`config.mk`:
```
export PLATFORM = sky130hd
export DESIGN_NAME = data_memory_responder_flat
export DESIGN_NICKNAME = d
export VERILOG_FILES = /design/src/rtl/dmem_pkg.sv /design/src/rtl/data_memory_responder_if.sv /design/src/rtl/dmem_array.sv /design/src/rtl/data_memory_responder.sv /design/src/flat_wrapper.sv
export SDC_FILE = /design/constraint.sdc
export NUM_CORES = 2
export LEC_CHECK = 0
export ABC_AREA = 1
export BUFFER_PORTS_ARGS = -buffer_cell sky130_fd_sc_hd__buf_2
export CAP_MARGIN = 20
export CELL_PAD_IN_SITES_DETAIL_PLACEMENT = 0
export CELL_PAD_IN_SITES_GLOBAL_PLACEMENT = 1
export CORE_MARGIN = 2
export CORE_UTILIZATION = 30
export CTS_CLUSTER_DIAMETER = 150
export DETAILED_ROUTE_END_ITERATION = 7
export PLACE_DENSITY_LB_ADDON = 0.1
export SLEW_MARGIN = 20
export SYNTH_ARGS = -nofsm -noshare
export SYNTH_HDL_FRONTEND = slang
export SYNTH_SLANG_ARGS = --single-unit
```
`constraint.sdc`:
```
create_clock -name CLOCK -period 117.6 [get_ports CLOCK]
set_input_delay 0 -clock CLOCK [delete_from_list [all_inputs] [get_ports CLOCK]]
set_output_delay 0 -clock CLOCK [all_outputs]
set_load 0.02 [all_outputs]
```
`src/rtl/dmem_pkg.sv`:
```
// Shared types and default constants for the data-memory responder.
package dmem_pkg;

    localparam int DMEM_ADDR_W  = 8;
    localparam int DMEM_DATA_W  = 8;
    localparam int DMEM_LATENCY = 5;
    localparam int DMEM_CNT_W   = 4;

    typedef enum logic [1:0] {
        IDLE = 2'd0,
        BUSY = 2'd1,
        DONE = 2'd2
    } dmem_state_e;

endpackage

```
`src/rtl/data_memory_responder_if.sv`:
```
// CPU <-> data-memory request/response bus.
// The CPU side is the master and the memory side is the slave.
interface data_memory_responder_if #(
    parameter int ADDR_W = dmem_pkg::DMEM_ADDR_W,
    parameter int DATA_W = dmem_pkg::DMEM_DATA_W
);
    logic              READ;
    logic              WRITE;
    logic [ADDR_W-1:0] ADDRESS;
    logic [DATA_W-1:0] WRITEDATA;
    logic [DATA_W-1:0] READDATA;
    logic              BUSYWAIT;

    modport master (
        output READ, WRITE, ADDRESS, WRITEDATA,
        input  READDATA, BUSYWAIT
    );

    modport slave (
        input  READ, WRITE, ADDRESS, WRITEDATA,
        output READDATA, BUSYWAIT
    );
endinterface

```
`src/rtl/dmem_array.sv`:
```
// Storage array with a synchronous write port, an asynchronous clear,
// and a registered read port that only updates when enabled.
module dmem_array #(
    parameter int ADDR_W = 8,
    parameter int DATA_W = 8
) (
    input  logic              clk,
    input  logic              rst,
    input  logic              we,
    input  logic              re,
    input  logic [ADDR_W-1:0] addr,
    input  logic [DATA_W-1:0] wdata,
    output logic [DATA_W-1:0] rdata_q
);
    localparam int DEPTH = 2 ** ADDR_W;

    logic [DATA_W-1:0] mem_q [DEPTH];
    logic [DATA_W-1:0] rdata_d;

    // Storage words: cleared on reset, written on an enabled edge.
    always_ff @(posedge clk or posedge rst) begin
        if (rst) begin
            for (int i = 0; i < DEPTH; i++) begin
                mem_q[i] <= '0;
            end
        end else if (we) begin
            mem_q[addr] <= wdata;
        end
    end

    // The read register holds its value unless a read is being performed.
    always_comb begin
        rdata_d = rdata_q;
        if (re) begin
            rdata_d = mem_q[addr];
        end
    end

    // Read data register.
    always_ff @(posedge clk or posedge rst) begin
        if (rst) begin
            rdata_q <= '0;
        end else begin
            rdata_q <= rdata_d;
        end
    end
endmodule

```
`src/rtl/data_memory_responder.sv`:
```
// Responder end of the CPU data-memory interface: accepts a read or write,
// stalls the CPU for a fixed number of edges, then performs the access.
module data_memory_responder
    import dmem_pkg::*;
#(
    parameter int ADDR_W  = DMEM_ADDR_W,
    parameter int DATA_W  = DMEM_DATA_W,
    parameter int LATENCY = DMEM_LATENCY
) (
    input  logic                    CLOCK,
    input  logic                    RESET,
    data_memory_responder_if.slave  bus
);
    localparam logic [DMEM_CNT_W-1:0] CNT_LOAD = DMEM_CNT_W'(LATENCY - 1);

    dmem_state_e             state_q, state_d;
    logic [DMEM_CNT_W-1:0]   cnt_q, cnt_d;
    logic [ADDR_W-1:0]       addr_q, addr_d;
    logic [DATA_W-1:0]       data_q, data_d;
    logic                    op_read_q, op_read_d;

    logic                    req;
    logic                    busy;
    logic                    mem_we;
    logic                    mem_re;
    logic [ADDR_W-1:0]       mem_addr;
    logic [DATA_W-1:0]       mem_wdata;

    assign req = bus.READ | bus.WRITE;

    // Stall is forced low while reset is held so the CPU is released at once.
    assign bus.BUSYWAIT = busy & ~RESET;

    // Next-state, request latch, latency counter and array access strobes.
    always_comb begin
        state_d   = state_q;
        cnt_d     = cnt_q;
        addr_d    = addr_q;
        data_d    = data_q;
        op_read_d = op_read_q;
        busy      = 1'b0;
        mem_we    = 1'b0;
        mem_re    = 1'b0;
        mem_addr  = addr_q;
        mem_wdata = data_q;
        case (state_q)
            IDLE: begin
                busy = req;
                if (req) begin
                    addr_d    = bus.ADDRESS;
                    data_d    = bus.WRITEDATA;
                    op_read_d = bus.READ;
                    if (LATENCY == 1) begin
                        mem_addr  = bus.ADDRESS;
                        mem_wdata = bus.WRITEDATA;
                        mem_re    = bus.READ;
                        mem_we    = ~bus.READ;
                        cnt_d     = '0;
                        state_d   = DONE;
                    end else begin
                        cnt_d   = CNT_LOAD;
                        state_d = BUSY;
                    end
                end
            end
            BUSY: begin
                busy  = 1'b1;
                cnt_d = cnt_q - 1'b1;
                if (cnt_q <= 1) begin
                    cnt_d   = '0;
                    mem_re  = op_read_q;
                    mem_we  = ~op_read_q;
                    state_d = DONE;
                end
            end
            DONE: begin
                state_d = IDLE;
            end
            default: begin
                state_d = IDLE;
            end
        endcase
    end

    // State register and request latch.
    always_ff @(posedge CLOCK or posedge RESET) begin
        if (RESET) begin
            state_q   <= IDLE;
            cnt_q     <= '0;
            addr_q    <= '0;
            data_q    <= '0;
            op_read_q <= 1'b0;
        end else begin
            state_q   <= state_d;
            cnt_q     <= cnt_d;
            addr_q    <= addr_d;
            data_q    <= data_d;
            op_read_q <= op_read_d;
        end
    end

    dmem_array #(
        .ADDR_W (ADDR_W),
        .DATA_W (DATA_W)
    ) u_array (
        .clk     (CLOCK),
        .rst     (RESET),
        .we      (mem_we),
        .re      (mem_re),
        .addr    (mem_addr),
        .wdata   (mem_wdata),
        .rdata_q (bus.READDATA)
    );
endmodule

```
`src/flat_wrapper.sv`:
```
// flat-port wrapper written by rule: the top's interface ports become plain ports
module data_memory_responder_flat import dmem_pkg::*;
#(
    parameter int ADDR_W  = DMEM_ADDR_W,
    parameter int DATA_W  = DMEM_DATA_W,
    parameter int LATENCY = DMEM_LATENCY
)
  (CLOCK, RESET, bus_READ, bus_WRITE, bus_ADDRESS, bus_WRITEDATA, bus_READDATA, bus_BUSYWAIT);
  data_memory_responder_if #(.ADDR_W(ADDR_W), .DATA_W(DATA_W)) bus_i ();
  input  logic CLOCK;
  input  logic RESET;
  input wire logic [$bits(bus_i.READ)-1:0] bus_READ;
  input wire logic [$bits(bus_i.WRITE)-1:0] bus_WRITE;
  input wire logic [$bits(bus_i.ADDRESS)-1:0] bus_ADDRESS;
  input wire logic [$bits(bus_i.WRITEDATA)-1:0] bus_WRITEDATA;
  output wire logic [$bits(bus_i.READDATA)-1:0] bus_READDATA;
  output wire logic [$bits(bus_i.BUSYWAIT)-1:0] bus_BUSYWAIT;
  assign bus_i.READ = bus_READ;
  assign bus_i.WRITE = bus_WRITE;
  assign bus_i.ADDRESS = bus_ADDRESS;
  assign bus_i.WRITEDATA = bus_WRITEDATA;
  assign bus_READDATA = bus_i.READDATA;
  assign bus_BUSYWAIT = bus_i.BUSYWAIT;
  data_memory_responder #(.ADDR_W(ADDR_W), .DATA_W(DATA_W), .LATENCY(LATENCY)) u_core (.CLOCK(CLOCK), .RESET(RESET), .bus(bus_i));
endmodule
```
==> results.sh <==
export IMPL_status="finished, final reports clean"
export IMPL_drive_gt1_frac=0.0655
export IMPL_grt_ovfl_total=0
export IMPL_hold_depth=4
export IMPL_final_nets=11700
export IMPL_yosysSeqAreaShare=0.553
export IMPL_post_cts_resized=0
export IMPL_cts_root_buffer="clkbuf_16"
export IMPL_die_h_um=564
export IMPL_cts_sinks=2079
export IMPL_tightest_slew_ns=1.03
export IMPL_async_flop_share=1.00
export IMPL_cp_startpoint="u_core.addr_q[0]"
export IMPL_p_sw_mw=0.853
export IMPL_crit_required_ns=118.42
export IMPL_routedWlPerCell_um=22.5
export IMPL_numCtsBuffers=266
export IMPL_synth_ff_type="dfrtp_1"
export IMPL_irDropWorstVdd_uv=36.7
export IMPL_maxSlewHeadroom=0.312
export IMPL_antenna_found_initial=13
export IMPL_dr_total_vias=79100
export IMPL_rrSetupSlack_ns=112.17
export IMPL_setup_tns_ns=0
export IMPL_leakagePower_nw=49.4
export IMPL_powerDensity_mw_per_mm2=20.2
export IMPL_core_area_mm2=0.312
export IMPL_yosys_warnings=0
export IMPL_synth_seq_cells=2079
export IMPL_endpoint_kind="flop"
export IMPL_fmax_mhz=184
export IMPL_hpwlAfterDp_um=209000
export IMPL_period_minus_slack_ns=5.43
export IMPL_area_delta_synth_final_pct=12.9
export IMPL_max_stage_delay_ns=0.74
export IMPL_clock_latency_ns=0.92
export IMPL_avgViaCountPerCell=4.93
export IMPL_min_to="u_core.addr_q[5]"
export IMPL_clockBufferDepth=4
export IMPL_synth_edff_count=0
export IMPL_synth_distinct_cells=26
export IMPL_drc=0
export IMPL_die_area_mm2=0.318
export IMPL_synthCells=12100
export IMPL_finalCritPeriodShare=0.0462
export IMPL_max_cap_viol_count=0
export IMPL_critPathArrivalTime_ns=6.26
export IMPL_rsz0062_at_grt="false"
export IMPL_grt_first_pass_wirelength_um=544000
export IMPL_holdCritPathClass="primary input to flop"
export IMPL_p_sw_frac=0.398
export IMPL_worstHoldStart="bus_ADDRESS[5]"
export IMPL_fin_util=0.340
export IMPL_power_frac_seq=0.361
export IMPL_worstReg2RegEnd="u_core.u_array.rdata_q[7]"
export IMPL_first_global_vias=78500
export IMPL_slowest_stage="dfrtp_4"
export IMPL_crit_path_max_fanout=50
export IMPL_start_kind="flop"
export IMPL_combPwrFrac=0.258
export IMPL_fillerInstances=33400
export IMPL_reg2reg_from="u_core.addr_q[0]"
export IMPL_finClkSkew_ns=0.0403
export IMPL_drtAntennaViolNets=0
export IMPL_num_rows=205
export IMPL_drt_iter0_drc=7070
export IMPL_hold_viol=0
export IMPL_drv_slew=0
export IMPL_die_w_um=564
export IMPL_finalWirelength_um=362000
export IMPL_syn_area_per_cell_um2=7.79
export IMPL_drt_pass1_iter_count=6
export IMPL_r2r_cells=16
export IMPL_synth_nets=12100
export IMPL_io_pins=29
export IMPL_power_frac_clock=0.381
export IMPL_post_cts_repair_setup_buffers=0
export IMPL_gp_congestion=0.784
export IMPL_grt_usage=0.227
export IMPL_placement_io_buffers=28
export IMPL_holdBufCountCts=51
export IMPL_internal_power_mw=1.29
export IMPL_setup_viol_count_final=0
export IMPL_crit_type="flop to flop"
export IMPL_netlist_area_mm2=0.0940
export IMPL_grt_max_degree=136
export IMPL_cts_max_level=5
export IMPL_start_util=0.301
export IMPL_cp_cell_sequence="inv_8 > buf_4 > buf_4 > buf_4 > nand2_1 > a21oi_1 > o21ai_0 > nand2_1 > nor2_1 > nor2_1 > nor2_1 > nand2_1 > nand2_1 > nand2_1 > nor2_1 > nor2_1"
export IMPL_clk_transition_reported_paths_ns=0.06
export IMPL_cts_tree="built"
flip-flops by register name, summed over array words and instances (netlist names):
register	cells
u_core.addr_q	8
u_core.cnt_q	4
u_core.data_q	8
u_core.op_read_q	1
u_core.state_q	2
u_core.u_array.mem_q	2048
u_core.u_array.rdata_q	8
cell families after synthesis:
kind of cell,count (synthesis),synth area share
AO/OA/AOI/OAI,2336,0.125
XOR/XNOR,1,0.0000932
adder cells (fa/ha/maj),2,0.000266
buffers and inverters,908,0.0408
flip-flops,2079,0.553
AND/OR/NAND/NOR,6752,0.281
routing by layer:
| layer | global-route usage | vias to the layer above | routed length, um |
|---|---|---|---|
| met5 | 0 | - | 27 |
| met4 | 0.0465 | 4 | 7270 |
| met3 | 0.0239 | 408 | 13500 |
| met2 | 0.370 | 1563 | 167000 |
| met1 | 0.324 | 39300 | 173000 |
| li1 | - | 37800 | - |
synth_stat cells, types with 2 or more instances:
| cell | n | area, um2 |
|---|---|---|
| buf_1 | 42 | 158 |
| inv_2 | 12 | 45.0 |
| buf_4 | 13 | 97.6 |
| nand2_1 | 6004 | 22500 |
| buf_2 | 239 | 1200 |
| nand2_2 | 134 | 838 |
| dfrtp_1 | 2079 | 52000 |
| a21oi_1 | 119 | 596 |
| nand2_4 | 4 | 45.0 |
| o21ai_1 | 312 | 1560 |
| nand4_1 | 135 | 845 |
| clkbuf_1 | 561 | 2110 |
| nor2_2 | 14 | 87.6 |
| nor2_4 | 22 | 248 |
| nand3_1 | 124 | 621 |
| ha_1 | 2 | 25.0 |
| inv_1 | 29 | 109 |
| nor2_1 | 314 | 1180 |
| o21ai_0 | 1893 | 9470 |
| buf_6 | 11 | 124 |
| a22oi_1 | 10 | 75.1 |
power by group through the flow:
stage	logic [mW]	registers (mW)	clock network (mW)
after floorplan	0.286	0.777	0
after global placement	0.561	0.786	0
after detailed placement	0.562	0.786	0
after CTS	0.567	0.774	0.840
after global routing	0.590	0.776	0.867
final	0.552	0.773	0.817
area by class of cell:
type	instances	area, um2	area share
clock inverters	53	558	0.00526
flip-flops and latches	2079	52000	0.490
inverters	42	254	0.00239
diodes	6	15.0	0.000141
multi-input cells	9091	38200	0.360
well taps	4140	5180	0.0488
repair buffers	231	1870	0.0176
clock buffers	414	8040	0.0757
metrics by stage:
stage / total power, mW / hold WS [ns] / cell area [um2] / setup slack, ns / cells
global placement: 1.35 / 0.209 / 97000 / 112.11 / 15500
CTS: 2.18 / 0.00365 / 106000 / 112.03 / 16000
finish: 2.14 / 0.0251 / 106000 / 112.17 / 16100
floorplan: 1.06 / 0.0798 / 94000 / 58.87 / 12100
detailed placement: 1.35 / 0.218 / 97000 / 112.05 / 15500
global route: 2.23 / 0.0363 / 106000 / 111.54 / 16100
worst max-delay path, delay by kind of cell, from the launching register on:
family          cells  cell delay (ns)
simple gates       10             1.41
compound gates      2             0.45
buf+inv             4             2.54
flops               1             0.74
layout by cell type (no fill, tap or decap), types with 51 or more instances in the layout:
cell and instances:
nand2_1 6002, dfrtp_1 2077, o21ai_0 1892, o21ai_1 313
nor2_1 311, clkbuf_16 272, buf_4 145, nand2_2 136
nand4_1 135, nand3_1 124, a21oi_1 119, clkbuf_1 72
clkbuf_8 70, dlygate4sd3_1 51
worst max-delay path by stage:
stage                                 endpoint
finish               u_core.u_array.rdata_q[7]
global route        u_core.u_array.mem_q[1386]
CTS                  u_core.u_array.rdata_q[7]
detailed placement   u_core.u_array.rdata_q[7]
global placement     u_core.u_array.rdata_q[7]
floorplan                     u_core.addr_q[0]
(Power assumes the default switching activity.)
